`config.mk`:
```
export PLATFORM = sky130hd
export DESIGN_NAME = sata_8b10b_enc
export DESIGN_NICKNAME = d
export VERILOG_FILES = /design/src/rtl/sata_8b10b_pkg.sv /design/src/rtl/sata_8b10b_lane.sv /design/src/rtl/sata_8b10b_enc.sv
export SDC_FILE = /design/constraint.sdc
export NUM_CORES = 1
export LEC_CHECK = 0
export BUFFER_PORTS_ARGS = -buffer_cell sky130_fd_sc_hd__buf_4
export CAP_MARGIN = 0
export CORE_MARGIN = 3
export CORE_UTILIZATION = 40
export CTS_CLUSTER_DIAMETER = 30
export DETAILED_ROUTE_END_ITERATION = 10
export PLACE_DENSITY = 0.72
export SYNTH_ARGS = -nofsm -noshare
export SYNTH_HDL_FRONTEND = slang
export SYNTH_SLANG_ARGS = --single-unit
```
`constraint.sdc`:
```
create_clock -name i_clk -period 12.7 [get_ports i_clk]
set_input_delay 1.905 -clock i_clk [delete_from_list [all_inputs] [get_ports i_clk]]
set_output_delay 1.905 -clock i_clk [all_outputs]
set_load 0.005 [all_outputs]
```
`src/rtl/sata_8b10b_pkg.sv`:
```
// Shared 8b/10b code tables and selection helpers for the SATA encoder.
// Tables hold the RD- variant of each sub-block; the RD+ variant is derived
// by inversion, except for balanced codes, which are sent unchanged.
package sata_8b10b_pkg;

   // 5b/6b codes (abcdei, a = MSB), RD- variant, indexed by EDCBA
   localparam logic [5:0] CODE6_RDM [32] = '{
      6'b100111, 6'b011101, 6'b101101, 6'b110001,
      6'b110101, 6'b101001, 6'b011001, 6'b111000,
      6'b111001, 6'b100101, 6'b010101, 6'b110100,
      6'b001101, 6'b101100, 6'b011100, 6'b010111,
      6'b011011, 6'b100011, 6'b010011, 6'b110010,
      6'b001011, 6'b101010, 6'b011010, 6'b111010,
      6'b110011, 6'b100110, 6'b010110, 6'b110110,
      6'b001110, 6'b101110, 6'b011110, 6'b101011
   };

   // 3b/4b codes (fghj, f = MSB), RD- variant, indexed by HGF (x.7 is P7)
   localparam logic [3:0] CODE4_RDM [8] = '{
      4'b1011, 4'b1001, 4'b0101, 4'b1100,
      4'b1101, 4'b1010, 4'b0110, 4'b1110
   };

   localparam logic [5:0] K28_6B_RDM = 6'b001111;
   // D.7 is balanced but still has distinct RD- / RD+ forms
   localparam logic [5:0] D7_6B_RDM  = 6'b111000;
   // fghj form of the alternate x.7 code (A7) at RD-
   localparam logic [3:0] A7_4B_RDM  = 4'b0111;
   // D.x.3 is balanced but still has distinct RD- / RD+ forms
   localparam logic [3:0] DX3_4B_RDM = 4'b1100;

   // Control codes that the encoder is allowed to emit
   function automatic logic is_legal_k(input logic [7:0] b);
      return (b[4:0] == 5'd28) || (b == 8'hF7) || (b == 8'hFB) ||
             (b == 8'hFD) || (b == 8'hFE);
   endfunction

   // Data x.7 needs A7 to avoid a run of five equal bits across e/i/f/g/h
   function automatic logic use_a7(input logic [4:0] x, input logic rd);
      if (rd)
         return (x == 5'd11) || (x == 5'd13) || (x == 5'd14);
      else
         return (x == 5'd17) || (x == 5'd18) || (x == 5'd20);
   endfunction

endpackage

```
`src/rtl/sata_8b10b_lane.sv`:
```
// Combinational single-character 8b/10b encoder with RD in/out so lanes chain.
module sata_8b10b_lane
   import sata_8b10b_pkg::*;
(
   input  logic       rd_in,
   input  logic [8:0] din,
   output logic [9:0] code,
   output logic       rd_out,
   output logic       kerr
);

   logic [4:0] x;
   logic [2:0] y;
   logic       k_bad, k_ok, k28, bal6, rd6, a7, neut4;
   logic [5:0] c6_rdm, c6;
   logic [3:0] c4_base, c4_rdm, c4;

   // 6b sub-block from rd_in, then 4b sub-block from the 6b ending RD
   always_comb begin
      x       = din[4:0];
      y       = din[7:5];
      k_bad   = din[8] && !is_legal_k(din[7:0]);
      k_ok    = din[8] && !k_bad;
      k28     = k_ok && (x == 5'd28);
      c6_rdm  = k28 ? K28_6B_RDM : CODE6_RDM[x];
      bal6    = ($countones(c6_rdm) == 3);
      c6      = (rd_in && !(bal6 && (c6_rdm != D7_6B_RDM))) ? ~c6_rdm : c6_rdm;
      rd6     = bal6 ? rd_in : !rd_in;
      a7      = (y == 3'd7) && (k_ok || use_a7(x, rd6));
      c4_base = a7 ? A7_4B_RDM : CODE4_RDM[y];
      neut4   = ($countones(c4_base) == 2) && (c4_base != DX3_4B_RDM);
      // control characters flip even the balanced 4b codes with RD
      c4_rdm  = (k_ok && neut4) ? ~c4_base : c4_base;
      c4      = (rd6 && (k_ok || !neut4)) ? ~c4_rdm : c4_rdm;
      rd_out  = ($countones(c4_base) == 2) ? rd6 : !rd6;
      code    = {c6, c4};
      kerr    = k_bad;
   end

endmodule

```
`src/rtl/sata_8b10b_enc.sv`:
```
// Multi-lane 8b/10b encoder: valid/ready handshake, output register and the
// running-disparity register; lanes are chained so RD flows lane 0 -> N-1.
module sata_8b10b_enc
   import sata_8b10b_pkg::*;
#(
   parameter int NLANES       = 4,
   parameter bit OPT_LOWPOWER = 1'b0
) (
   input  logic                  i_clk,
   input  logic                  i_reset_n,
   input  logic                  i_rd_clear,
   input  logic                  S_VALID,
   output logic                  S_READY,
   input  logic [9*NLANES-1:0]   S_DATA,
   output logic                  M_VALID,
   input  logic                  M_READY,
   output logic [10*NLANES-1:0]  M_DATA,
   output logic [NLANES-1:0]     o_kerr,
   output logic                  o_rd
);

   logic [10*NLANES-1:0] code_p0, data_p1;
   logic [NLANES-1:0]    kerr_p0, kerr_p1;
   logic [NLANES:0]      rd_chain;
   logic                 vld_p1, rd_p1, clr_pend, accept;

   assign S_READY     = !vld_p1 || M_READY;
   assign accept      = S_VALID && S_READY;
   // a clear seen without an accept is remembered until the next beat, so
   // the reported RD of a held beat never changes
   assign rd_chain[0] = (i_rd_clear || clr_pend) ? 1'b0 : rd_p1;

   for (genvar n = 0; n < NLANES; n++) begin : g_lane
      sata_8b10b_lane u_lane (
         .rd_in  (rd_chain[n]),
         .din    (S_DATA[9*n +: 9]),
         .code   (code_p0[10*n +: 10]),
         .rd_out (rd_chain[n+1]),
         .kerr   (kerr_p0[n])
      );
   end

   // ---- stage p0 -> p1: register encoded beat, RD and handshake state ----
   always_ff @(posedge i_clk or negedge i_reset_n) begin
      if (!i_reset_n) begin
         vld_p1   <= 1'b0;
         data_p1  <= '0;
         kerr_p1  <= '0;
         rd_p1    <= 1'b0;
         clr_pend <= 1'b0;
      end else if (accept) begin
         vld_p1   <= 1'b1;
         data_p1  <= code_p0;
         kerr_p1  <= kerr_p0;
         rd_p1    <= rd_chain[NLANES];
         clr_pend <= 1'b0;
      end else begin
         if (i_rd_clear)
            clr_pend <= 1'b1;
         if (M_READY) begin
            vld_p1 <= 1'b0;
            if (OPT_LOWPOWER) begin
               data_p1 <= '0;
               kerr_p1 <= '0;
            end
         end
      end
   end

   assign M_VALID = vld_p1;
   assign M_DATA  = data_p1;
   assign o_kerr  = kerr_p1;
   assign o_rd    = rd_p1;

endmodule

```
Word-level counts from Yosys, hierarchy flattened. Memory sizes are Yosys's and may differ from the RTL's. Cells that the tools add are included.

Bits in read-only memories: 896. Register bits after elaboration: 47. Bits of input ports: 41. Memories: 8. Bits in writable memories: 0. Bits in latches: 0.

Memory list: (no name shown) (words 32, bits a word 6, rd ports 1, clocked after memory_dff 0, write ports 0, line sata_8b10b_lane.sv:25) `c6_rdm = k28 ? K28_6B_RDM : CODE6_RDM[x];`; (no name shown) (words 32, bits a word 6, rd ports 1, clocked after memory_dff 0, write ports 0, line sata_8b10b_lane.sv:25); (no name shown) (words 32, bits a word 6, rd ports 1, clocked after memory_dff 0, write ports 0, line sata_8b10b_lane.sv:25); (no name shown) (words 32, bits a word 6, rd ports 1, clocked after memory_dff 0, write ports 0, line sata_8b10b_lane.sv:25); (no name shown) (words 8, bits a word 4, rd ports 1, clocked after memory_dff 0, write ports 0, line sata_8b10b_lane.sv:30) `c4_base = a7 ? A7_4B_RDM : CODE4_RDM[y];`; (no name shown) (words 8, bits a word 4, rd ports 1, clocked after memory_dff 0, write ports 0, line sata_8b10b_lane.sv:30); +2 memories.

Equality and inequality tests: 64. $mul: 0. Add/subtract/negate cells: 32. Reductions and logical operators: 106. Order comparisons: 8. Bitwise gates (word level): 20. Shift-type cells: 0. Div/mod/pow operators: 0. Multiplexer cells: 53.

Operator list (count): adder 32 bit (12); equality test 32 x 3 -> 1 bit, second input constant (8); equality test 8 bit, second input constant (16); 2-to-1 mux 6 bit (16); equality test 5 bit, second input constant (16); 2-to-1 mux 4 bit (20); equality test 5 x 4 -> 1 bit, second input constant (12); logical OR 1 bit (42); adder 1 x 1 -> 2 bit (20); logical AND 1 bit (37); inverter 4 bit (8); logical NOT 1 bit (25); greater-or-equal comparator 6 bit, second input constant (4); inequality test 6 bit, second input constant (4); inverter 5 -> 6 bit (4); inverter 6 bit (4); 2-to-1 mux 1 bit (17); greater-or-equal comparator 4 bit, second input constant (4); inequality test 4 bit, second input constant (4); inverter 3 -> 4 bit (4); equality test 3 bit, second input constant (4); nonzero test 2 bit (2).

Logic depth before layout (Yosys ltp).
Depth in word-level cells: 58. Mapped depth: 49.

Cells and area by module. Synthesis repeated with hierarchy kept, for this count alone.

Cells, all modules: 731. Area, all modules: 6722.7 um2.

By module, submodules not included: sata_8b10b_enc (cells an instance 101, area an instance 1920.6 um2, times used 1, seq. area each 1176.1 um2); sata_8b10b_lane at g_lane[1].u_lane (cells an instance 171, area an instance 1345.0 um2, times used 1, seq. area each 0.0 um2); sata_8b10b_lane at g_lane[2].u_lane (cells an instance 171, area an instance 1292.5 um2, times used 1, seq. area each 0.0 um2); sata_8b10b_lane at g_lane[0].u_lane (cells an instance 149, area an instance 1114.8 um2, times used 1, seq. area each 0.0 um2); sata_8b10b_lane at g_lane[3].u_lane (cells an instance 139, area an instance 1049.8 um2, times used 1, seq. area each 0.0 um2).

Worst setup path after synthesis. No wires, ideal clock.

Kind: input to register. From: in S_DATA[3]. To: reg data_p1[31], in the netlist M_DATA[31]. Setup time: 0.125 ns. Slack: -0.605 ns. Data required time: 12.575 ns. Cell stages on the path: 47. Data arrival time: 13.180 ns. Cells stage by stage: clkbuf_1 inv_1 mux2_2 mux4_2 nor2_1 ha_1 fa_1 ha_1 and4bb_1 xnor2_2 or4b_2 a31oi_1 or3_1 inv_1 ha_1 ha_1 fa_1 nor3b_2 [11 not listed] nand2_1 nand2_1 ha_1 xor2_1 a21oi_1 xor2_1 xnor3_2 mux2i_1 or3_4 ha_1 ha_1 fa_1 nor3b_1 and2_1 nand4_1 o21a_1 xnor2_1 mux2_2.

Word-level cells in the longest chain between the ends: 58.

Ends and longest elaborated chain: start, declared (line sata_8b10b_enc.sv:14) `input logic [9*NLANES-1:0] S_DATA,`; parallel branches: the longest is 23 deep, another holds adder 32 bit; 2-to-1 mux 1 bit (*) (line sata_8b10b_lane.sv:35) `rd_out = ($countones(c4_base) == 2) ? rd6 : !rd6;`; logical NOT 1 bit (line sata_8b10b_lane.sv:28) `rd6 = bal6 ? rd_in : !rd_in;`; 2-to-1 mux 1 bit (*) (line sata_8b10b_lane.sv:28); 2-to-1 mux 1 bit (line sata_8b10b_pkg.sv:40) `if (rd)`; logical OR 1 bit (line sata_8b10b_lane.sv:29) `a7 = (y == 3'd7) && (k_ok || use_a7(x, rd6));`; logical AND 1 bit (line sata_8b10b_lane.sv:29); 2-to-1 mux 4 bit (line sata_8b10b_lane.sv:30); [20 not listed]; adder 1 x 1 -> 2 bit (not written as such) (line sata_8b10b_lane.sv:31) `neut4 = ($countones(c4_base) == 2) && (c4_base != DX3_4B_RDM);`; adder 32 bit (not written as such) (line sata_8b10b_lane.sv:31); equality test 32 x 3 -> 1 bit (line sata_8b10b_lane.sv:31); logical AND 1 bit (line sata_8b10b_lane.sv:31); logical AND 1 bit or logical NOT 1 bit (tied branches) (line sata_8b10b_lane.sv:33, sata_8b10b_lane.sv:34); 2-to-1 mux 4 bit or logical OR 1 bit (tied branches) (line sata_8b10b_lane.sv:33, sata_8b10b_lane.sv:34); inverter 4 bit or logical AND 1 bit (tied branches) (line sata_8b10b_lane.sv:34) `c4 = (rd6 && (k_ok || !neut4)) ? ~c4_rdm : c4_rdm;`; 2-to-1 mux 4 bit (*) (line sata_8b10b_lane.sv:34); end signal, assigned (line sata_8b10b_enc.sv:53) `data_p1 <= code_p0;`; end, declared (line sata_8b10b_enc.sv:22) `logic [10*NLANES-1:0] code_p0, data_p1;`.

Every way passes the cells marked *. The select of a mux whose other input is x is not followed. A chain may end at the register's enable or synchronous reset.

Worst setup path after layout.
From: in S_DATA[0]. To: reg data_p1[32], in the netlist M_DATA[32].

The elaborated chain is that of the path after synthesis.

==> results.yml <==
cts:
  cts_tree: "done"
  clkLatencyLatePin_ns: 0.29
  ctsHoldBuffers: 0
  cts_max_level: 2
  cts_buffers: 5
  path_clk_slew_ns: 0.07
  cts_num_sinks: 47
  cts_buffer_depth: 2
  cts_root_buf: "clkbuf_16"
power_and_ir_drop:
  p_per_area_nw_per_um2: 176.3
  leakage_nw: 3.152
  ir_drop_uv: 139.7
  finalPower_w: 0.001210
timing:
  fmax_ghz: 0.08091
  report.final.slew_viol_count: 0
  period_minus_slack_ns: 12.36
  worst_pin_slew_ns: 0.7956
  relSlewSlack_pct: 46.28
  fin_crit_sh_pct: 97.31
  skew_ns: 0.003239
  finalSetupViolations: 0
  hold_viol_final: 0
routing:
  vias: 4931
  wl_per_cell_um: 14.64
  drc: 0
  drtPass1Iterations: 4
  via_per_inst: 5.325
  routed_wl_um: 13560
  final_antenna_net_count: 0
  drt_iter0_drc: 226
place:
  portBuffers: 87
  place_congestion: 0.8841
  placedCellCount: 908
  hpwl_um: 10170
logic_synthesis:
  syn_area_sq_um: 5326
  syn-num-nets: 781
  postSynthCellCount: 659
  yosysWarnings: 0
  synth_seq_cells: 47
  synth_ff_type: "dfrtp_1"
  syn_avg_cell_area_sq_um: 8.082
  synth_cell_type_count: 68
  async_flop_share_pct: 100.0
  yosysSeqAreaShare_pct: 22.08
  synth_edf_count: 0
final_layout:
  area_delta_synth_final_pct: 28.82
  drive_above_1_share_pct: 26.92
  final_core_util_pct: 53.50
  fillCellCount: 1231
  antenna_cells: 0
  final_cell_mix: "buf_4, nand2_1, o21ai_0"
  fin_nets: 875
  layout_commonest_cell: "buf_4"
  stdcell_count: 926
setup_path:
  crit_path_top_delay_cell: "fa_1"
  crit_top_cell: "ha_4"
  arrival_ns: 12.54
  start_kind: "input pin"
  cp_max_fo: 5
  cp-end-kind: "flip-flop"
  max_stage_delay_ns: 0.55
  path_class: "in -> reg"
  required_ns: 12.88
floorplanning:
  initial_utilization_pct: 41.53
  fp.coreArea_sq_um: 12820
  io_pins: 88
  fp.dieH_um: 121.4
  fp.dieW_um: 121.4
  rows: 41
  die_area_sq_um: 14740
flow_run:
  cap_violations: 0
grt:
  grt_usage_pct: 18.06
  grt_max_degree: 83
  grt_overflow: 0
  antenna_found_initial: 0
  grt_first_pass_wirelength_um: 22250
  first_global_vias: 4798
min_path:
  holdCritPathClass: "reg -> reg"
run_status:
  status: "complete, no violations"
-- final timing paths --
check / startpoint / endpoint / slack [ns] / depth (start not counted)
setup / recovery: S_DATA[0] / M_DATA[32] / 0.34 / 50
hold / removal: M_DATA[18] / M_DATA[18] / 0.47 / 2
setup reg to reg: clr_pend / M_DATA[32] / 3.83 / 39
hold reg to reg: M_DATA[18] / M_DATA[18] / 0.47 / 2
max in group asynchronous: i_reset_n / M_DATA[28] / 10.64 / 1
min in group asynchronous: i_reset_n / M_DATA[14] / 1.64 / 1
-- state kept, by name, summed over array words and instances (netlist names) --
register,count
o_rd,1
M_VALID,1
clr_pend,1
o_kerr,4
M_DATA,40
-- cells by family after synthesis --
kind of cell,Yosys count,synth area share (%)
and+or+nand+nor,205,18.60
AOI/OAI and AO/OA,165,18.98
buffers and inverters,86,6.084
adders and majority gates,81,20.44
xor gates and xnor gates,55,9.608
DFF,47,22.08
muxes,20,4.205
-- per-stage QoR --
| stage | setup TNS (ns) | cell area, sq um | setup slack (ns) | hold WS, ns |
|---|---|---|---|---|
| 5_1_grt | -0.3879 | 6862 | -0.1246 | 0.5063 |
| 2_1_floorplan | 0 | 5463 | 0.02087 | 0.4628 |
| 6_report | 0 | 6862 | 0.3411 | 0.4738 |
| 3_3_place_gp | 0 | 6377 | 0.03979 | 0.4606 |
| 3_5_place_dp | -1.539 | 6377 | -0.3917 | 0.4674 |
| 4_1_cts | 0 | 6569 | 0.01399 | 0.4824 |
-- cell usage after synthesis (7+ instances only) --
master / number / area, sq um
dfrtp_1: 47 / 1176
xnor2_1: 31 / 271.5
fa_1: 10 / 200.2
xor2_1: 21 / 183.9
nand2_1: 91 / 341.6
inv_1: 49 / 183.9
o21ai_0: 64 / 320.3
nand2b_1: 8 / 50.05
a211oi_1: 8 / 60.06
ha_1: 71 / 888.4
nand4_1: 7 / 43.79
nor2_1: 40 / 150.1
a21oi_1: 38 / 190.2
nand3_1: 15 / 75.07
mux2i_1: 13 / 130.1
clkbuf_1: 33 / 123.9
nor3_1: 7 / 35.03
-- report_power, final --
| group | switching [W] | internal, W | leakage [nW] |
|---|---|---|---|
| Clock | 0.0000587 | 0.0000841 | 0.0772 |
| Combinational | 0.000391 | 0.000426 | 2.50 |
| Sequential | 0.0000349 | 0.000214 | 0.573 |
-- layout make-up --
cell class	count	area, sq um	area share, %
flip-flops and latches	47	1176	17.14
clock buffers	8	156.4	2.279
multi-input cells	526	4188	61.03
repair buffers	122	927.1	13.51
inverters	51	198.9	2.899
well taps	172	215.2	3.136
-- what timing repair did --
item / in CTS / in global routing
pin swaps: 4 / 23
hold endpoints to repair: 0 / 0
gates resized for setup: 4 / 46
setup buffers: 2 / 8
setup endpoints to repair: 4 / 5
-- routing by layer --
metal | track usage, % | wire, um | part of all wire [%] | vias up
met3 | 3.310 | 655 | 4.8 | 8
met2 | 31.16 | 6817 | 50 | 121
met4 | 3.361 | 68 | 0.50 | 0
li1 | - | - | - | 2459
met1 | 23.78 | 6017 | 44 | 2343
met5 | 0 | 0 | 0 | -
-- worst max-delay path: cells and delay by family --
| family | cells | cell delay (ns) |
|---|---|---|
| muxes | 3 | 0.77 |
| adders and majority gates | 12 | 3.45 |
| xor gates and xnor gates | 10 | 1.87 |
| buffers and inverters | 4 | 0.38 |
| and+or+nand+nor | 13 | 2.55 |
| AOI/OAI and AO/OA | 8 | 1.60 |
Power figures use the tool's default switching activity.
